===== src/rtl/bsg_mesh_proc_traffic_endpoint.sv =====
// Processor-side traffic endpoint for one mesh router P port.
// Injects one packet to every tile and checks what the router delivers back.
module bsg_mesh_proc_traffic_endpoint #(
    parameter int x_cord_width_p = 2,
    parameter int y_cord_width_p = 2,
    parameter int data_width_p   = 4,
    localparam int cord_w = x_cord_width_p + y_cord_width_p,
    localparam int msize  = 1 << cord_w,
    localparam int width  = data_width_p + cord_w
) (
    input  logic                      clk,
    input  logic                      reset,
    input  logic [x_cord_width_p-1:0] my_x_i,
    input  logic [y_cord_width_p-1:0] my_y_i,
    input  logic                      start_i,
    output logic                      v_o,
    output logic [width-1:0]          data_o,
    input  logic                      yumi_i,
    input  logic                      v_i,
    input  logic [width-1:0]          data_i,
    output logic                      ready_o,
    output logic                      tx_done_o,
    output logic                      rx_done_o,
    output logic [cord_w:0]           rx_count_o,
    output logic                      err_misroute_o,
    output logic                      err_dup_o,
    output logic                      err_extra_o
);

    typedef enum logic [1:0] {
        tx_idle = 2'b00,
        tx_send = 2'b01,
        tx_done = 2'b10
    } tx_state_e;

    tx_state_e               state_r, state_next_s;
    logic [cord_w-1:0]       count_r, count_next_s;
    logic [cord_w-1:0]       my_id_s;
    logic [data_width_p-1:0] payload_s;

    assign my_id_s = {my_y_i, my_x_i};

    // TX state register
    always_ff @(posedge clk) begin
        if (reset) begin
            state_r <= tx_idle;
            count_r <= '0;
        end else begin
            state_r <= state_next_s;
            count_r <= count_next_s;
        end
    end

    // TX next-state logic; start_i is only honoured outside SEND
    always_comb begin
        state_next_s = state_r;
        count_next_s = count_r;
        case (state_r)
            tx_idle, tx_done: begin
                if (start_i) begin
                    state_next_s = tx_send;
                    count_next_s = '0;
                end else begin
                    state_next_s = state_r;
                end
            end
            tx_send: begin
                if (yumi_i) begin
                    count_next_s = count_r + cord_w'(1);
                    if (count_r == {cord_w{1'b1}}) begin
                        state_next_s = tx_done;
                    end else begin
                        state_next_s = tx_send;
                    end
                end else begin
                    count_next_s = count_r;
                end
            end
            default: begin
                state_next_s = tx_idle;
                count_next_s = '0;
            end
        endcase
    end

    // TX outputs; data_o is zero whenever no packet is offered
    always_comb begin
        payload_s              = '0;
        payload_s[cord_w-1:0]  = my_id_s;
        v_o                    = 1'b0;
        tx_done_o              = 1'b0;
        data_o                 = '0;
        case (state_r)
            tx_send: begin
                v_o    = 1'b1;
                data_o = {payload_s, my_id_s ^ count_r};
            end
            tx_done: tx_done_o = 1'b1;
            default: v_o = 1'b0;
        endcase
    end

    logic              restart_s;
    logic              accept_s;
    logic [cord_w-1:0] src_s;
    logic [cord_w-1:0] dest_s;
    logic [msize-1:0]  src_onehot_s;
    logic [msize-1:0]  bitmap_r, bitmap_next_s;
    logic [cord_w:0]   rx_count_r, rx_count_next_s;
    logic              rx_done_r, rx_done_next_s;
    logic              mis_r, mis_next_s;
    logic              dup_r, dup_next_s;
    logic              extra_r, extra_next_s;
    logic              done_base_s;
    logic              unused_data_s;

    assign ready_o       = 1'b1;
    assign accept_s      = v_i & ready_o;
    assign restart_s     = (state_r == tx_done) & start_i;
    assign dest_s        = data_i[cord_w-1:0];
    assign src_s         = data_i[cord_w +: cord_w];
    assign src_onehot_s  = msize'(1) << src_s;
    assign unused_data_s = ^data_i;

    // RX bookkeeping: a restart clears first, so a same-cycle packet lands in the new sweep
    always_comb begin
        bitmap_next_s   = restart_s ? '0 : bitmap_r;
        rx_count_next_s = restart_s ? '0 : rx_count_r;
        mis_next_s      = restart_s ? 1'b0 : mis_r;
        dup_next_s      = restart_s ? 1'b0 : dup_r;
        extra_next_s    = restart_s ? 1'b0 : extra_r;
        done_base_s     = restart_s ? 1'b0 : rx_done_r;
        if (accept_s) begin
            if (rx_count_next_s != {(cord_w+1){1'b1}}) begin
                rx_count_next_s = rx_count_next_s + (cord_w+1)'(1);
            end else begin
                rx_count_next_s = rx_count_next_s;
            end
            if (dest_s != my_id_s) begin
                mis_next_s = 1'b1;
            end else begin
                mis_next_s = mis_next_s;
            end
            if ((bitmap_next_s & src_onehot_s) != '0) begin
                dup_next_s = 1'b1;
            end else begin
                bitmap_next_s = bitmap_next_s | src_onehot_s;
            end
            if (done_base_s) begin
                extra_next_s = 1'b1;
            end else begin
                extra_next_s = extra_next_s;
            end
        end else begin
            bitmap_next_s = bitmap_next_s;
        end
        rx_done_next_s = &bitmap_next_s;
    end

    // RX state register
    always_ff @(posedge clk) begin
        if (reset) begin
            bitmap_r   <= '0;
            rx_count_r <= '0;
            rx_done_r  <= 1'b0;
            mis_r      <= 1'b0;
            dup_r      <= 1'b0;
            extra_r    <= 1'b0;
        end else begin
            bitmap_r   <= bitmap_next_s;
            rx_count_r <= rx_count_next_s;
            rx_done_r  <= rx_done_next_s;
            mis_r      <= mis_next_s;
            dup_r      <= dup_next_s;
            extra_r    <= extra_next_s;
        end
    end

    assign rx_count_o     = rx_count_r;
    assign rx_done_o      = rx_done_r;
    assign err_misroute_o = mis_r;
    assign err_dup_o      = dup_r;
    assign err_extra_o    = extra_r;

endmodule


===== config.mk =====
export PLATFORM = sky130hd
export DESIGN_NAME = bsg_mesh_proc_traffic_endpoint
export DESIGN_NICKNAME = d
export VERILOG_FILES = /design/src/rtl/bsg_mesh_proc_traffic_endpoint.sv
export SDC_FILE = /design/constraint.sdc
export NUM_CORES = 1
export LEC_CHECK = 0
export BUFFER_PORTS_ARGS = -buffer_cell sky130_fd_sc_hd__buf_2
export CAP_MARGIN = 20
export CELL_PAD_IN_SITES_DETAIL_PLACEMENT = 0
export CELL_PAD_IN_SITES_GLOBAL_PLACEMENT = 1
export CORE_ASPECT_RATIO = 2
export CORE_MARGIN = 5
export CORE_UTILIZATION = 38
export CTS_BUF_LIST = sky130_fd_sc_hd__clkbuf_8
export CTS_CLUSTER_SIZE = 30
export DETAILED_ROUTE_END_ITERATION = 10
export PLACE_DENSITY = 0.86
export SYNTH_ARGS = -nofsm -noshare
export SYNTH_HDL_FRONTEND = slang
export SYNTH_SLANG_ARGS = --single-unit

===== constraint.sdc =====
create_clock -name clk -period 2.4 [get_ports clk]
set_input_delay 0.72 -clock clk [delete_from_list [all_inputs] [get_ports clk]]
set_output_delay 0.72 -clock clk [all_outputs]
set_load 0.02 [all_outputs]

==> results of run 1 <==
[cell type report]
| class | count | area, sq um |
|---|---|---|
| Clock inverter | 3 | 23.8 |
| Tap cell | 57 | 71.3 |
| Inverter | 4 | 15.0 |
| Fill cell | 487 | 2280 |
| Clock buffer | 5 | 68.8 |
| Sequential cell | 31 | 621 |
| Timing Repair Buffer | 79 | 531 |
| Multi-Input combinational cell | 187 | 1260 |
[synth_stat cells (3+ instances only)]
master and instances:
and3b_1 3, and2_1 10, clkbuf_1 11, inv_1 3
nor3_1 13, nand3b_1 5, nor2b_1 6, a21oi_1 16
a22oi_1 7, xor2_1 4, o22ai_1 4, or4_1 3
nand2_1 14, nand4_1 5, nand2b_1 7, nand3_1 5
o21ai_0 5, dfxtp_1 31, xnor2_1 5, mux2i_1 8
nor2_1 33, a32oi_1 7
[metal layers]
metal / global-route usage [%] / vias up
li1: - / 1008
met1: 18.8 / 937
met2: 35.0 / 44
met3: 3.06 / 23
met4: 13.3 / 0
met5: 0 / -
[critical path, cell delays in order]
cell and delay, ns:
buf_8 0.10, buf_12 0.13, mux2i_4 0.25, o32ai_4 0.14, o21a_1 0.23, or4_1 0.41, a211o_1 0.32, nor4_2 0.26
[stage by stage]
step	power [mW]	hold slack (ns)	util (%)	setup WS [ns]
2_1_floorplan	0.673	0.449	-	-0.0597
3_3_place_gp	0.769	0.439	48.9	-0.231
3_5_place_dp	0.773	0.447	48.9	-0.353
4_1_cts	1.22	0.458	51.9	0.0172
5_1_grt	1.28	0.496	53.2	-0.0215
6_report	1.22	0.457	53.2	0.0442
[timing repair]
item / in CTS / in global routing
pin swaps: 0 / 6
resized for setup: 8 / 12
endpoints found under the setup margin: 1 / 2
setup buffers: 0 / 1
hold buffers: 0 / 0
cloned: 0 / 0
[report_power, final]
group	internal, mW	leakage, nW	switching (mW)	total [mW]
Clock	0.207	0.0408	0.235	0.442
Combinational	0.107	0.743	0.125	0.232
Sequential	0.528	0.251	0.0157	0.543
Total	0.842	1.04	0.376	1.22
[cells by family (layout without fill, tap and decap cells)]
group	count (synthesis)	count (layout)	synth area share, %
AND/OR/NAND/NOR	109	109	30.3
AO/OA/AOI/OAI	55	55	19.9
flip-flops	31	31	32.8
buffers and inverters	20	91	5.22
multiplexers	11	11	6.21
XOR/XNOR	9	9	4.16
adder cells (fa/ha/maj)	2	2	1.32
other	1	1	0.198
[flip-flops by register name, indices dropped and copies added, names as in the netlist]
| name | cells |
|---|---|
| rx_count_o | 5 |
| state_r | 2 |
| count_r | 4 |
| rx_done_o | 1 |
| err_dup_o | 1 |
| err_misroute_o | 1 |
| bitmap_r | 16 |
| err_extra_o | 1 |
[worst max-delay path by stage]
stage / from / end / slack [ns] / cells past startpoint
floorplan: data_i[7] / rx_done_o / -0.06 / 7
global placement: data_i[6] / rx_done_o / -0.23 / 9
detailed placement: data_i[7] / rx_done_o / -0.35 / 8
CTS: data_i[7] / rx_done_o / 0.02 / 8
global route: data_i[7] / rx_done_o / -0.02 / 8
finish: data_i[7] / rx_done_o / 0.04 / 8
==> results.cfg, run 1 <==
[outcome]
outcome = completed

[sta]
post-route-min-period_ns = 2.36
final-max-slew-violation-count = 0
tightest_slew_ns = 0.794
skew_ns = 0.00624
rsz0062_at_grt = true
post-route-period-util_pct = 98.2
final.setup.tns_ns = 0
max_freq_mhz = 424
slew_headroom_pct = 46.7
finalSetupViolCount = 0
finalHoldViolations = 0

[clock_tree]
clkLatencyLatePin_ns = 0.29
clock-sinks = 31
root_buffer = clkbuf_8
cts_made_buffers = 5
clk_pin_slew_ns = 0.08
cts_tree = done
h-tree-depth = 2
clock_path_buffers = 2

[synth]
synth_cell_types = 46
synth_ff_type = dfxtp_1
synthArstFlopShare_pct = 0
synth_top_cell_by_area = dfxtp_1
syn_area_sq_um = 1890
synth_warnings = 0
yosys_register_bits = 31
synthCells = 238
synth_edf_count = 0
syn_area_per_cell_sq_um = 7.96
yosys.area.top_type_share_pct = 32.8
syn_nets = 257
ys_seq_area_share_pct = 32.8
synth_area_leaders = dfxtp_1, nor2_1, a21oi_1, mux2i_1, nor3_1

[pwr]
p_per_area_nw_per_um2 = 471
p_leak_nw = 1.04
vdd_ir_drop_max_mv = 0.388

[layout]
final_common_cell = buf_4
finalInstanceArea_sq_um = 2590
mostFrequentLayoutCells = buf_4, nor2_1, buf_2, dfxtp_1, a21oi_1
synthToLayoutAreaGrowth_pct = 36.5
drive_gt1_share_pct = 33.0
diodes = 0
instances_no_fill = 366
layout.nets = 327

[floorplanning]
rows = 36
coreArea_sq_um = 4860
die_w_microns = 59.9
design.die.area_sq_um = 6580
initial_utilization_pct = 38.9
chipHeight_microns = 110
ios = 37

[drt]
vias_per_cell = 5.50
drt-met1-wl_mm = 2.07
wl_met3_microns = 177
wire_per_inst_microns = 15.8
num_vias = 2012
route.detailed.drc = 0
ant_nets = 0
drt-initial-drc-count = 51
drtPass1Iterations = 5
top_layer = met4
wl_mm = 5.79
route.met2.wl_mm = 3.25

[global_route]
track_usage_pct = 19.2
antenna_found_initial = 0
grt_pass1_vias = 2031
grt_pass1_wl_mm = 9.58
grt_max_degree = 29
grt-ovfl-total = 0

[worst_setup_path]
reg2reg_from = bitmap_r[0]
worstRegToRegCells = 6
startpoint_type = primary input
end_kind = flop
cp_data_arrival_time_ns = 2.56
worst-setup-path-type = in2reg
rr_endpoint = rx_done_o
crit_required_ns = 2.61
path_max_fanout = 6
r2r_setup_slack_ns = 0.25

[placement]
portBuffers = 35
dp.cells = 357
gp_congestion = 0.876
hpwl_mm = 4.45
dpl_cell_area_sq_um = 2380

[worst_hold_path]
hold-path-endpoint = err_dup_o
hold_path_depth = 2
hold_class = reg2reg
hp-start = err_dup_o

[run]
maxCapViolCount = 0
Note: power is estimated with default switching activity, not from simulation.
==> run 2: changes to the inputs <==
--- a/config.mk
+++ b/config.mk
@@ -9,7 +9,7 @@
 export CAP_MARGIN = 20
 export CELL_PAD_IN_SITES_DETAIL_PLACEMENT = 0
 export CELL_PAD_IN_SITES_GLOBAL_PLACEMENT = 1
-export CORE_ASPECT_RATIO = 2
+export CORE_ASPECT_RATIO = 1.2
 export CORE_MARGIN = 5
 export CORE_UTILIZATION = 38
 export CTS_BUF_LIST = sky130_fd_sc_hd__clkbuf_8
==> run 2 against run 1 <==
  * Count of clock-buffer cells in the layout rose by 1
  * Wire length fell by 4.8%
  * Non-clock buffer count shrank 10
  * Combinational power decreased by 5%
  * First-iteration DRC count rose to 2.7 times the previous value
  * Sequential share of layout area rose by 0.16 points
  * Maximum frequency down 0.79%
  * Sequential power about the same
  * Power is 7.0% higher
  * Worst setup slack lost 0.019 ns
  * Critical path depth unchanged
  * Register-to-register slack gained 0.05 ns
  * Critical endpoint is now bitmap_r[1]
  * Largest cell class unchanged
  * Highest routed layer unchanged
==> results.cfg, run 2 (synthesis results as in run 1) <==
[drt]
route.detailed.drc = 0
ant_nets = 0
drtPass1Iterations = 4
drt-initial-drc-count = 137
wl_mm = 5.51
vias_per_cell = 5.56
num_vias = 1996
wire_per_inst_microns = 15.3

[floorplanning]
initial_utilization_pct = 38.9
chipHeight_microns = 87.3
rows = 28
ios = 37
design.die.area_sq_um = 6500
coreArea_sq_um = 4870
die_w_microns = 74.5

[global_route]
antenna_found_initial = 0
use_met3_pct = 3.35
grt_pass1_wl_mm = 9.14
met1_usage_pct = 23.0
grt_max_degree = 29
grt-ovfl-total = 0
track_usage_pct = 17.7
grt_pass1_vias = 1967
busiest_layer = met2
grt_use_met2_pct = 28.7

[layout]
final_common_cell = buf_2
diodes = 0
fillers = 471
synthToLayoutAreaGrowth_pct = 35.6
layout.nets = 317
drive_gt1_share_pct = 31.1
mostFrequentLayoutCells = buf_2, nor2_1, buf_4, dfxtp_1, a21oi_1
largest_reg_flops = 16
largest_register = bitmap_r

[pwr]
p_leak_nw = 1.02
vdd_ir_drop_max_mv = 0.266
p_per_area_nw_per_um2 = 507
total_power_mw = 1.30

[worst_setup_path]
crit_required_ns = 2.62
end_kind = flop
startpoint_type = primary input
worst-setup-path-type = in2reg
cp_data_arrival_time_ns = 2.59
path_max_fanout = 9

[clock_tree]
clkLatencyLatePin_ns = 0.28
hold_buffers = 0
clk_pin_slew_ns = 0.07
cts_made_buffers = 5
clock_path_buffers = 2
cts_tree = done
root_buffer = clkbuf_8
h-tree-depth = 2
clock-sinks = 31
postCtsSetupRepairBufs = 0

[placement]
place_ws_ns = -0.283
hpwl_mm = 3.86
portBuffers = 35
gp_congestion = 0.843

[sta]
post-route-period-util_pct = 98.9
final-max-slew-violation-count = 0
skew_ns = 0.00503
finalHoldViolations = 0
slew_headroom_pct = 51.5
timing.final.ws_setup_ns = 0.0255
max_freq_mhz = 421
tightest_slew_ns = 0.721
finalSetupViolCount = 0
post-route-min-period_ns = 2.37

[worst_hold_path]
hold_class = reg2reg

[outcome]
outcome = completed

[run]
maxCapViolCount = 0
-- run 2: what timing repair did --
| action | in CTS | in global routing |
|---|---|---|
| endpoints found under the setup margin | 4 | 1 |
| pin swaps | 0 | 4 |
| gates resized for setup | 5 | 12 |
| hold endpoints to repair | 0 | 0 |
-- run 2: critical path, cell delays in order --
cell	delay (ns)
buf_6	0.17
mux2_4	0.32
o2bb2ai_2	0.15
o21a_1	0.19
buf_4	0.14
nor3_1	0.59
a32oi_1	0.20
nor2_1	0.11
-- run 2: layer usage --
layer | routed length, microns | share of wire, %
met1 | 2380 | 43
met2 | 2650 | 48
met3 | 313 | 5.7
met4 | 165 | 3.0
met5 | 0 | 0
-- run 2: worst paths after layout --
path / startpoint / to / slack [ns] / cells past startpoint
worst min-delay path: err_misroute_o / err_misroute_o / 0.46 / 2
worst max register to register: bitmap_r[0] / bitmap_r[1] / 0.30 / 7
worst min register to register: err_misroute_o / err_misroute_o / 0.46 / 2
worst max-delay path: data_i[7] / bitmap_r[1] / 0.03 / 8
-- run 2: area by class of cell --
class / count / area (sq um) / share of cell area, %
Multi-Input combinational cell: 187 / 1280 / 49.8
Sequential cell: 31 / 621 / 24.2
Timing Repair Buffer: 69 / 462 / 18.0
Clock buffer: 6 / 82.6 / 3.21
Tap cell: 60 / 75.1 / 2.92
Clock inverter: 2 / 35.0 / 1.36
Inverter: 4 / 15.0 / 0.585
-- run 2: per-stage QoR --
stage / std cells / util [%] / instance area (sq um) / hold slack [ns] / setup TNS [ns]
4_1_cts: 360 / 51.4 / 2500 / 0.462 / 0
5_1_grt: 359 / 52.7 / 2570 / 0.484 / -0.101
3_5_place_dp: 352 / 48.5 / 2360 / 0.450 / -2.38
6_report: 359 / 52.7 / 2570 / 0.459 / 0
3_3_place_gp: 352 / 48.5 / 2360 / 0.438 / -1.99
2_1_floorplan: 238 / - / 1900 / 0.449 / -0.0597
-- run 2: report_power, final --
group / internal (mW) / switching [mW]
registers: 0.528 / 0.0156
clock network: 0.336 / 0.204
logic: 0.0980 / 0.122
